<file path="src/rtl/foh_interp_stream_if.sv">
// Stream bundle for foh_interp_stream: input frame handshake plus interpolated output handshake.
// The slave modport is the interpolator's view; the master modport is the source/sink side.
interface foh_interp_stream_if #(
  parameter int DW         = 16,
  parameter int LOG2_RATIO = 4,
  parameter int CH         = 2
);
  logic                  in_valid;
  logic                  in_ready;
  logic [CH*DW-1:0]      in_data;
  logic                  out_valid;
  logic                  out_ready;
  logic [CH*DW-1:0]      out_data;
  logic [LOG2_RATIO-1:0] out_phase;

  modport master (
    output in_valid, in_data, out_ready,
    input  in_ready, out_valid, out_data, out_phase
  );

  modport slave (
    input  in_valid, in_data, out_ready,
    output in_ready, out_valid, out_data, out_phase
  );
endinterface

</file>
<file path="src/rtl/foh_interp_stream.sv">
// First-order-hold upsampler: emits 2^LOG2_RATIO linear steps from the previous to the current frame.
// Define FOH_ROUND_EN for round-half-up interpolation instead of truncation toward -inf.
module foh_interp_stream #(
  parameter int DW         = 16,
  parameter int LOG2_RATIO = 4,
  parameter int CH         = 2
) (
  input  logic                clk,
  input  logic                rst,
  foh_interp_stream_if.slave  bus
);
  localparam int DDW = DW + 1;
  localparam int AW  = DW + 1 + LOG2_RATIO;

`ifdef FOH_ROUND_EN
  localparam logic signed [AW-1:0] ROUND_BIAS = AW'(1) << (LOG2_RATIO - 1);
`else
  localparam logic signed [AW-1:0] ROUND_BIAS = '0;
`endif

  typedef enum logic {IDLE, RUN} state_t;

  state_t state, state_nxt;

  logic        [DW-1:0]         in_x   [CH];
  logic signed [DW-1:0]         a_q    [CH];
  logic signed [DW-1:0]         b_q    [CH];
  logic signed [DDW-1:0]        d_q    [CH];
  logic signed [AW-1:0]         acc_q  [CH];
  logic signed [AW-1:0]         step   [CH];
  logic signed [AW-1:0]         interp [CH];
  logic        [LOG2_RATIO-1:0] k_q;

  logic                  last_phase;
  logic                  in_ready_c;
  logic                  out_valid_c;
  logic                  in_accept;
  logic                  out_accept;
  logic [CH*DW-1:0]      out_data_c;

  assign last_phase = &k_q;
  assign in_accept  = bus.in_valid & in_ready_c;
  assign out_accept = out_valid_c & bus.out_ready;

  always_comb begin
    for (int ch = 0; ch < CH; ch++) begin
      in_x[ch] = bus.in_data[ch*DW +: DW];
    end
  end

  // NOTE: sequential state uses non-blocking assignments so every register samples pre-edge values.
  always_ff @(posedge clk) begin
    if (rst) state <= IDLE;
    else     state <= state_nxt;
  end

  always_comb begin
    // NOTE: default assignment first in every combinational block keeps it latch-free.
    state_nxt = state;
    case (state)
      IDLE:    if (in_accept) state_nxt = RUN;
      RUN:     if (out_accept && last_phase && !in_accept) state_nxt = IDLE;
      default: state_nxt = IDLE;
    endcase
  end

  // The last output of an interval can hand over to the next frame in the same cycle.
  always_comb begin
    in_ready_c  = 1'b0;
    out_valid_c = 1'b0;
    case (state)
      IDLE: in_ready_c = 1'b1;
      RUN: begin
        out_valid_c = 1'b1;
        in_ready_c  = last_phase & bus.out_ready;
      end
      default: ;
    endcase
  end

  // NOTE: the per-channel register arrays are small and the reset must clear them, so they are reset explicitly.
  always_ff @(posedge clk) begin
    if (rst) begin
      k_q <= '0;
      for (int ch = 0; ch < CH; ch++) begin
        a_q[ch]   <= '0;
        b_q[ch]   <= '0;
        d_q[ch]   <= '0;
        acc_q[ch] <= '0;
      end
    end else if (in_accept) begin
      k_q <= '0;
      for (int ch = 0; ch < CH; ch++) begin
        a_q[ch]   <= b_q[ch];
        b_q[ch]   <= in_x[ch];
        d_q[ch]   <= {in_x[ch][DW-1], in_x[ch]} - {b_q[ch][DW-1], b_q[ch]};
        acc_q[ch] <= '0;
      end
    end else if (out_accept && !last_phase) begin
      k_q <= k_q + LOG2_RATIO'(1);
      for (int ch = 0; ch < CH; ch++) begin
        acc_q[ch] <= acc_q[ch] + {{LOG2_RATIO{d_q[ch][DDW-1]}}, d_q[ch]};
      end
    end
  end

  // ACC holds k*D; dividing by RATIO and adding A always lands between A and B, so DW bits suffice.
  always_comb begin
    out_data_c = '0;
    for (int ch = 0; ch < CH; ch++) begin
      step[ch]   = (acc_q[ch] + ROUND_BIAS) >>> LOG2_RATIO;
      interp[ch] = {{(AW-DW){a_q[ch][DW-1]}}, a_q[ch]} + step[ch];
      if (state == RUN) out_data_c[ch*DW +: DW] = interp[ch][DW-1:0];
    end
  end

  assign bus.in_ready  = in_ready_c;
  assign bus.out_valid = out_valid_c;
  assign bus.out_data  = out_data_c;
  assign bus.out_phase = k_q;
endmodule

</file>
<file path="src/flat_wrapper.sv">
// flat-port wrapper written by rule: the top's interface ports become plain ports
module foh_interp_stream_flat 
#(
  parameter int DW         = 16,
  parameter int LOG2_RATIO = 4,
  parameter int CH         = 2
)
  (clk, rst, bus_in_valid, bus_in_data, bus_out_ready, bus_in_ready, bus_out_valid, bus_out_data, bus_out_phase);
  foh_interp_stream_if #(.DW(DW), .LOG2_RATIO(LOG2_RATIO), .CH(CH)) bus_i ();
  input  logic clk;
  input  logic rst;
  input wire logic [$bits(bus_i.in_valid)-1:0] bus_in_valid;
  input wire logic [$bits(bus_i.in_data)-1:0] bus_in_data;
  input wire logic [$bits(bus_i.out_ready)-1:0] bus_out_ready;
  output wire logic [$bits(bus_i.in_ready)-1:0] bus_in_ready;
  output wire logic [$bits(bus_i.out_valid)-1:0] bus_out_valid;
  output wire logic [$bits(bus_i.out_data)-1:0] bus_out_data;
  output wire logic [$bits(bus_i.out_phase)-1:0] bus_out_phase;
  assign bus_i.in_valid = bus_in_valid;
  assign bus_i.in_data = bus_in_data;
  assign bus_i.out_ready = bus_out_ready;
  assign bus_in_ready = bus_i.in_ready;
  assign bus_out_valid = bus_i.out_valid;
  assign bus_out_data = bus_i.out_data;
  assign bus_out_phase = bus_i.out_phase;
  foh_interp_stream #(.DW(DW), .LOG2_RATIO(LOG2_RATIO), .CH(CH)) u_core (.clk(clk), .rst(rst), .bus(bus_i));
endmodule
</file>
<file path="config.mk">
export PLATFORM = sky130hd
export DESIGN_NAME = foh_interp_stream_flat
export DESIGN_NICKNAME = d
export VERILOG_FILES = /design/src/rtl/foh_interp_stream_if.sv /design/src/rtl/foh_interp_stream.sv /design/src/flat_wrapper.sv
export SDC_FILE = /design/constraint.sdc
export NUM_CORES = 1
export LEC_CHECK = 0
export CORE_UTILIZATION = 40
export DETAILED_ROUTE_END_ITERATION = 7
export HOLD_SLACK_MARGIN = 0.08
export SETUP_SLACK_MARGIN = 0.2
export SLEW_MARGIN = 20
export SYNTH_ARGS = -nofsm -noshare
export SYNTH_HDL_FRONTEND = slang
export SYNTH_SLANG_ARGS = --single-unit
</file>
<file path="constraint.sdc">
create_clock -name clk -period 4.4 [get_ports clk]
set_clock_uncertainty 0.1 [all_clocks]
set_input_delay 0.44 -clock clk [delete_from_list [all_inputs] [get_ports clk]]
set_output_delay 0.44 -clock clk [all_outputs]
set_load 0.005 [all_outputs]
</file>
# After elaboration in Yosys (flattened, before gate mapping)
# Memories as Yosys holds them, arrays and structs flattened.
# Cells that the tools add are included.
dict set report totals {
  register_bits 5
  ramBits 140
  inputBits 36
  out_inout_bits 38
  wordCells 59
  mem_count 4
}
# memory words word_bits rd rd_ports_with_merged_regs write_ports line
set mem_list {}
lappend mem_list {u_core.acc_q 2 21 2 0 2 foh_interp_stream.sv:29} ;# logic signed [AW-1:0] acc_q [CH];
lappend mem_list {u_core.d_q 2 17 2 0 2 foh_interp_stream.sv:28} ;# logic signed [DDW-1:0] d_q [CH];
lappend mem_list {u_core.a_q 2 16 2 0 2 foh_interp_stream.sv:26} ;# logic signed [DW-1:0] a_q [CH];
lappend mem_list {u_core.b_q 2 16 2 0 2 foh_interp_stream.sv:27} ;# logic signed [DW-1:0] b_q [CH];
dict set report classes {
  n_addsub 7
  muxes 25
  bitwise 14
  reduce_logical 7
}
# cell n
set op_table {}
lappend op_table {{2-to-1 mux 16 bit} 6}
lappend op_table {{2-to-1 mux 21 bit} 4}
lappend op_table {{adder 21 bit} 2}
lappend op_table {{2-to-1 mux 17 bit} 2}
lappend op_table {{subtractor 16 x 16 -> 17 bit} 2}
lappend op_table {{adder 16 bit} 2}
lappend op_table {{2-to-1 mux 1 bit} 11}
lappend op_table {{bitwise OR 1 bit} 10}
lappend op_table {{adder 4 x 1 -> 4 bit (second input constant)} 1}
lappend op_table {{one-hot mux 1 bit (2 select lines)} 2}
lappend op_table {{AND reduction 4 bit} 1}
lappend op_table {{AND 1 bit} 3}
lappend op_table {{logical AND 1 bit} 3}
lappend op_table {{zero test 1 bit} 2}
lappend op_table {{OR reduction 2 bit} 1}
lappend op_table {{NOT 1 bit} 1}

# Depth between registers and ports, before layout
# Gate-level depths: netlist (run 1).
dict set report depth {
  ltp_word 9
  depth_mapped 10
  mapped_depth_nobuf 10
}

# Worst setup path after synthesis (run 1)
# OpenSTA, ideal clock, no wires.
dict set report synth_path {
  path_kind {register to register}
  start {register u_core.k_q[0], in the netlist u_core.bus.out_phase[0]}
  end {memory u_core.acc_q[0][0] in the netlist's numbering, enable pin}
  t_arrival_ns 4.118
  required_time_ns 3.920
  slack_ns -0.197
  stages_incl_launch_ff 7
  path_buffers 0
  period_less_slack_ns 4.597
  cell_sequence {dfxtp_1 > ha_1 > nand4_1 > nand2_1 > nand2_1 > nand2b_1 > or2_2}
}
# element line
set synth_rtl {}
lappend synth_rtl {{from (decl)} foh_interp_stream.sv:32} ;# logic [LOG2_RATIO-1:0] k_q;
lappend synth_rtl {{from (signal assigned)} foh_interp_stream.sv:100} ;# k_q <= k_q + LOG2_RATIO'(1);
lappend synth_rtl {{to (decl)} foh_interp_stream.sv:29}

==> results of run 1 <==
layer usage:
metal	GRT usage (%)	routed length, um	vias to the layer above
li1	-	-	3665
met1	26.6	11300	3319
met2	28.2	9660	146
met3	3.32	859	14
met4	4.26	192	0
met5	0	0	-
flip-flops by register name (all words and copies together), names as in the netlist:
name	cells
u_core.acc_q	40
u_core.d_q	34
u_core.a_q	32
u_core.b_q	32
u_core.bus.out_phase	4
u_core.state	1
cells in the final DEF (no fill, tap or decap), types with 7 or more instances in the layout:
| cell | n |
|---|---|
| a21oi_1 | 68 |
| mux2i_1 | 8 |
| clkdlybuf4s50_1 | 73 |
| nand3_1 | 11 |
| o31a_1 | 7 |
| nand2_1 | 41 |
| o21ai_0 | 41 |
| and2_1 | 39 |
| nand4_1 | 9 |
| xnor2_1 | 41 |
| clkbuf_16 | 17 |
| xor2_1 | 36 |
| a211oi_1 | 10 |
| a21o_1 | 35 |
| edfxtp_1 | 138 |
| inv_1 | 53 |
| o21a_1 | 14 |
| ha_1 | 101 |
| nor2b_1 | 16 |
| nor3_1 | 15 |
| nand2b_1 | 18 |
| nor2_1 | 152 |
| o21ai_1 | 8 |
| a31oi_1 | 14 |
worst paths after layout:
kind                                          from          endpoint  slack, ps  depth (start not counted)
worst min-delay path              u_core.b_q[0][0]  u_core.a_q[0][0]        450                          1
worst min register to register    u_core.b_q[0][0]  u_core.a_q[0][0]        450                          1
worst max-delay path            u_core.acc_q[0][4]  bus_out_data[14]        540                         11
worst max register to register        u_core.state  u_core.d_q[0][2]       1550                          5
cells by family after synthesis:
kind of cell	count (synthesis)	synth area share (%)
AND/OR/NAND/NOR	325	15.7
AO/OA/AOI/OAI	237	16.3
flip-flops	143	43.4
adder cells (fa/ha/maj)	107	14.2
XOR/XNOR	77	6.90
buffers and inverters	71	2.75
multiplexers	8	0.819
cell usage after synthesis (5+ instances only):
library cell,n
nand2_1,41
nand2b_1,19
and2_1,39
o21ai_0,41
xor2_1,36
buf_1,5
fa_1,6
o31a_1,7
nor3_1,15
inv_1,53
clkbuf_1,11
nor2_1,153
a21oi_1,68
a211oi_1,10
mux2i_1,8
nand3_1,11
o211ai_1,5
nand4_1,9
nor2b_1,16
o21a_1,14
ha_1,101
xnor2_1,41
dfxtp_1,5
edfxtp_1,138
o21ai_1,8
a31oi_1,14
a21o_1,35
layout make-up:
type / count / area share (%)
Clock buffer: 19 / 3.77
Multi-Input combinational cell: 754 / 46.0
Tap cell: 319 / 3.48
Sequential cell: 143 / 37.0
Inverter: 53 / 1.73
Clock inverter: 13 / 1.28
Timing Repair Buffer: 79 / 6.76
power by group:
| part | switching [W] | internal (W) |
|---|---|---|
| Combinational | 0.000550 | 0.000440 |
| Clock | 0.000566 | 0.000883 |
| Sequential | 0.0000557 | 0.00162 |
| Total | 0.00117 | 0.00294 |
critical path, delay by kind of cell (launching register included):
family | cells | cell delay (ps)
AOI/OAI and AO/OA | 4 | 850
adders and majority gates | 2 | 570
buffers and inverters | 2 | 570
DFF | 1 | 360
and+or+nand+nor | 2 | 330
muxes | 1 | 230
metrics by stage:
step | util (%) | std cells | total power [W] | cell area [um2] | hold WS (ps)
finish | 48.3 | 1380 | 0.00411 | 11500 | 453
global placement | 45.9 | 1348 | 0.00268 | 10900 | 450
detailed placement | 45.9 | 1348 | 0.00269 | 10900 | 443
CTS | 48.3 | 1380 | 0.00415 | 11500 | 457
floorplan | - | 968 | 0.00240 | 9780 | 412
global route | 48.3 | 1380 | 0.00432 | 11500 | 495
==> metrics.txt, run 1 <==
run status=finished clean; Resize count post-CTS=0; hold_buf cts=0; Post-DP HPWL=15900 um; leading area contributor after synthesis=edfxtp_1; Arr. time, crit path=3320 ps; DR WL/cell=16.0 um; Die Height=158 um; WP data required=3860 ps; drt first pass iters=5; Register Area=4240 um2; post-synth cell types=59; Final Hold Vio Count=0; vias per cell=5.18; LEAKAGE=4.74 nW; setup tns final=0 ps; clk root buf=clkbuf_16; share of cells above drive strength 1=5.18%; DP Worst Slack=958 ps; area of the multi-input gates=5280 um2; clock buffer depth=2; layout net count=1191; number of synthesized flops with an enable pin=138; Setup Fix Bufs, Post-CTS=0; period utilization=87.7%; Die Area=25100 um2; Syn-to-layout area delta=17.4%; largest net degree at the start of global routing=67; IO Port Bufs=73; Post-Syn Instances=968; GPL Wtd Cong=0.844; # setup viols final=0; crit path kind=reg2out; Crit. End Element=output pin; Routed WL=22000 um; RSZ-0062 raised after global routing=false; Worst Hold Class=reg2reg; number of antenna violations at the first check in global routing=0; Ys Warns=0; Max Slew Vio Count=0; Ant. Diodes=0; Slew headroom=32.0%; number of remaining DRC errors=0; Routed Antenna Nets=0; io pins=74; fmax=0.259 GHz; Seq cells post-synth=143; row cnt=56; Pwr Density=358 nW/um2; Avg Cell Area, Syn=10.1 um2; crit-path cells=ha_1 > inv_1 > fa_1 > nor2b_1 > o31ai_2 > a21oi_1 > o31a_1 > nor2_1 > o21ai_0 > mux2i_1 > clkdlybuf4s50_1; post-route setup slack=542 ps; Async S/R FF share, synth=0%; vias in the first global route=6664; critical path fanouts, max=3; Yosys top cell area share=42.4%; global-route wire length before repair=35100 um; register area share after synthesis=43.4%; CORE AREA=23800 um2; Total GRT Usage=18.4%; leading post-synthesis cells by cell area=edfxtp_1, ha_1, nor2_1; slew of the pin with the lowest slew margin=1020 ps; Congestion Overflow GR=0; H-tree levels=4; Max VDD drop=0.000215 V; post-layout min period=3860 ps; fill cell count=2195; maxcap violations=0; starting DRC count in detailed routing=523; Worst setup SP type=flip-flop; Largest stage delay, worst path=510 ps; worst-skew pair later-pin latency=420 ps; CTS tree=done; die width=158 um; Main synth FF type=edfxtp_1; TritonCTS Buffers=17; Mapped Area=9780 um2; Net Count, Synth=1111; crit path max-delay cell type=clkdlybuf4s50_1; Sink Count=143; initial core utilization=41.2%; clock-pin slew on the worst setup and hold paths=60 ps; Via Count=7144
(Power assumes the default switching activity.)
==> inputs of run 2 (changes only) <==
==> constraint.sdc (replaced) <==
create_clock -name clk -period 3.78 [get_ports clk]
set_clock_uncertainty 0.1 [all_clocks]
set_input_delay 0.378 -clock clk [delete_from_list [all_inputs] [get_ports clk]]
set_output_delay 0.378 -clock clk [all_outputs]
set_load 0.005 [all_outputs]
==> metrics.txt, run 2 (synthesis results as in run 1) <==
worst-skew pair later-pin latency=430 ps; WP data required=3300 ps; most common cell after layout, fill and taps aside=nor2_1; fin util=49.3%; clk root buf=clkbuf_16; FF-to-FF setup slack=990 ps; Syn-to-layout area delta=19.6%; Die Area=25100 um2; TritonCTS Buffers=17; number of antenna violations at the first check in global routing=0; Pwr Density=416 nW/um2; die width=158 um; DR WL/cell=16.2 um; Total GRT Usage=18.7%; Post-DP HPWL=16300 um; H-tree levels=4; hold_buf cts=0; slew of the pin with the lowest slew margin=694 ps; Congestion Overflow GR=0; CTS tree=done; Routed WL=22500 um; Die Height=158 um; fmax=0.286 GHz; clock-pin slew on the worst setup and hold paths=60 ps; Arr. time, crit path=3020 ps; RSZ-0062 raised after global routing=true; period utilization=92.5%; Final Hold Vio Count=0; GPL Wtd Cong=0.850; Ant. Diodes=0; # setup viols final=0; IO Port Bufs=73; max FFs per register=40; Sink Count=143; row cnt=56; critical path fanouts, max=3; Worst Hold Class=reg2reg; layout net count=1202; maxcap violations=0; Reg2Reg Depth=9; LEAKAGE=4.87 nW; post-layout min period=3500 ps; io pins=74; initial core utilization=41.2%; drt first pass iters=5; vias per cell=5.25; clock buffer depth=2; number of remaining DRC errors=0; Routed Antenna Nets=0; biggest regs=u_core.acc_q: 40 flops, u_core.d_q: 34 flops; Slew headroom=53.7%; vias in the first global route=6898; Largest Register=u_core.acc_q; CORE AREA=23800 um2; share of cells above drive strength 1=8.12%; Hold Crit Depth=2; Max VDD drop=0.000253 V; run status=finished clean; Worst setup SP type=flip-flop; global-route wire length before repair=35800 um; Via Count=7309; Max Slew Vio Count=0; most frequent cells in the layout=nor2_1, edfxtp_1, ha_1; total power=0.00487 W; setup tns final=0 ps; largest net degree at the start of global routing=67; crit path kind=reg2out; starting DRC count in detailed routing=517; Crit. End Element=output pin
run 2: cell count changes in the layout (fill, tap and decap cells not counted), sizes merged:
cell           delta
buf              +11
clkdlybuf4s50     -3
clkinv            -3
dlymetal6s2s      +3
inv               +3
run 2: path summary, 6_finish.rpt:
path | startpoint | to
setup reg to reg | u_core.b_q[0][0] | u_core.d_q[0][12]
setup / recovery | u_core.acc_q[0][4] | bus_out_data[14]
hold reg to reg | u_core.bus.out_phase[1] | u_core.bus.out_phase[1]
hold / removal | u_core.bus.out_phase[1] | u_core.bus.out_phase[1]
run 2: worst max-delay path, cell delays in order, from the launching register on:
cell	delay, ps
edfxtp_1	350
ha_1	180
inv_1	60
fa_2	360
nor2b_4	160
o31ai_4	80
a21oi_2	180
o31a_1	250
nor2_2	70
o21ai_2	180
mux2i_1	200
clkdlybuf4s50_1	510
run 2: timing repair:
action	in CTS	in global routing
buffers inserted	0	7
setup endpoints to repair	5	8
gates resized for setup	7	22
pin swaps	1	6
run 2: layout make-up:
cell class,count,area (um2)
timing repair buffer,90,891
fill,2185,12100
clock inverter,13,161
sequential,143,4240
multi-input combinational,754,5370
tap,319,399
inverter,53,199
clock buffer,19,433
run 2: metal layers:
| layer | up-vias | part of all wire (%) | GRT usage [%] |
|---|---|---|---|
| met4 | 0 | 1.7 | 6.04 |
| met1 | 3471 | 50 | 26.1 |
| li1 | 3698 | - | - |
| met5 | - | 0 | 0 |
| met2 | 120 | 45 | 29.2 |
| met3 | 20 | 2.9 | 3.16 |
run 2: metrics by stage:
stage / instances / setup WS [ps] / hold WS, ps / area (um2)
2_1_floorplan: 968 / 368 / 350 / 9780
3_3_place_gp: 1352 / 451 / 442 / 10900
3_5_place_dp: 1352 / 458 / 448 / 10900
4_1_cts: 1384 / 168 / 459 / 11600
5_1_grt: 1391 / 134 / 491 / 11700
6_report: 1391 / 283 / 456 / 11700
run 2: where the power goes:
part           switching (W)  leakage (nW)  total [W]  internal, W
sequential         0.0000668          1.54    0.00195      0.00188
combinational       0.000657          3.04    0.00119     0.000534
clock               0.000690         0.292    0.00173      0.00104
==> inputs of run 3 (changes only) <==
--- a/config.mk
+++ b/config.mk
@@ -5,9 +5,11 @@
 export SDC_FILE = /design/constraint.sdc
 export NUM_CORES = 1
 export LEC_CHECK = 0
+export ABC_CLOCK_PERIOD_IN_PS = 3780
 export CORE_UTILIZATION = 40
 export DETAILED_ROUTE_END_ITERATION = 7
 export HOLD_SLACK_MARGIN = 0.08
+export PLACE_DENSITY_LB_ADDON = 0.25
 export SETUP_SLACK_MARGIN = 0.2
 export SLEW_MARGIN = 20
 export SYNTH_ARGS = -nofsm -noshare
==> metrics.txt, run 3 (synthesis results as in run 1) <==
run status=finished clean; Die Area=25100 um2; period utilization=93.0%; row cnt=56; Post-DP HPWL=16200 um; starting DRC count in detailed routing=462; Hold Startpoint=u_core.b_q[0][24]; initial core utilization=41.2%; Crit. End Element=output pin; Total GRT Usage=18.4%; WP data required=3300 ps; Arr. time, crit path=3040 ps; hold_buf cts=0; Largest Register=u_core.acc_q; Via Count=7284; biggest regs=u_core.acc_q: 40 flops, u_core.d_q: 34 flops; Pwr Density=420 nW/um2; layout net count=1200; max FFs per register=40; clock-pin slew on the worst setup and hold paths=60 ps; largest net degree at the start of global routing=103; metal2 WL=9870 um; Sink Count=143; Hold Crit Depth=2; H-tree levels=4; Syn-to-layout area delta=19.7%; slew of the pin with the lowest slew margin=629 ps; crit path capture=bus_out_data[14]; worst-skew pair later-pin latency=420 ps; share of cells above drive strength 1=7.66%; global-route wire length before repair=35500 um; FF-to-FF End=u_core.acc_q[0][37]; most frequent cells in the layout=nor2_1, edfxtp_1, ha_1; met3 WL=752 um; Slew headroom=58.0%; post-layout min period=3510 ps; vias per cell=5.24; setup tns final=0 ps; clk root buf=clkbuf_16; CTS tree=done; Hold WS=457 ps; WL met1=11100 um; vias in the first global route=7023; post-route setup slack=266 ps; FF-to-FF Start=u_core.acc_q[0][21]; fmax=0.285 GHz; Routed Antenna Nets=0; total power=0.00492 W; crit path kind=reg2out; io pins=74; most common cell after layout, fill and taps aside=nor2_1; number of remaining DRC errors=0; RSZ-0062 raised after global routing=true; FF-to-FF setup slack=1010 ps; clock buffer depth=2; Final Hold Vio Count=0; number of antenna violations at the first check in global routing=0; maxcap violations=0; Max Slew Vio Count=0; Die Height=158 um; CORE AREA=23800 um2; Worst Hold Class=reg2reg; Max VDD drop=0.000274 V; top layer in use=met4; GPL Wtd Cong=0.855; LEAKAGE=4.86 nW; Worst setup SP type=flip-flop; critical path fanouts, max=3; DR WL/cell=15.9 um; drt first pass iters=5; Ant. Diodes=0; fin util=49.3%; Reg2Reg Depth=9; IO Port Bufs=73; # setup viols final=0; Routed WL=22100 um; die width=158 um; CP Launch Point=u_core.acc_q[0][4]; Congestion Overflow GR=0; DP Worst Slack=358 ps; TritonCTS Buffers=17
-- run 3: per-stage QoR --
step	area (um2)	std cells
after floorplan	9780	968
after global placement	10900	1352
after detailed placement	10900	1352
after CTS	11600	1384
after global routing	11700	1389
final	11700	1389
-- run 3: worst min path at each step --
stage	end	slack (ps)
finish	u_core.a_q[0][24]	460
detailed placement	u_core.a_q[0][31]	450
floorplan	u_core.state	350
global route	u_core.a_q[0][24]	480
CTS	u_core.a_q[0][24]	460
global placement	u_core.a_q[0][4]	440
-- run 3: area by class of cell --
class                           count  area, um2
Fill cell                        2152      12100
Multi-Input combinational cell    754       5370
Sequential cell                   143       4240
Timing Repair Buffer               88        875
Clock buffer                       18        429
Tap cell                          319        399
Inverter                           53        199
Clock inverter                     14        189
-- run 3: where the power goes --
group / leakage (nW) / switching, W / internal, W / total, W
clock network: 0.299 / 0.000682 / 0.00111 / 0.00179
logic: 3.03 / 0.000651 / 0.000531 / 0.00118
registers: 1.54 / 0.0000675 / 0.00188 / 0.00195
-- run 3: critical path: stages, from the launching register on --
cell and delay, ps:
edfxtp_1 390, ha_1 230, inv_1 70, fa_2 230
nor2b_4 60, o31ai_4 240, a21oi_2 110, o31a_1 330
nor2_1 200, o21ai_2 90, mux2i_1 160, clkdlybuf4s50_1 510
-- run 3: repair_timing --
item,4_1_cts,5_1_grt
pin swaps,1,6
resized for setup,10,14
setup buffers,0,5
endpoints found under the setup margin,6,8
-- run 3: layer usage --
layer | track usage [%] | vias up
li1 | - | 3697
met1 | 25.6 | 3413
met2 | 29.2 | 149
met3 | 3.54 | 25
met4 | 5.08 | 0
met5 | 0 | -
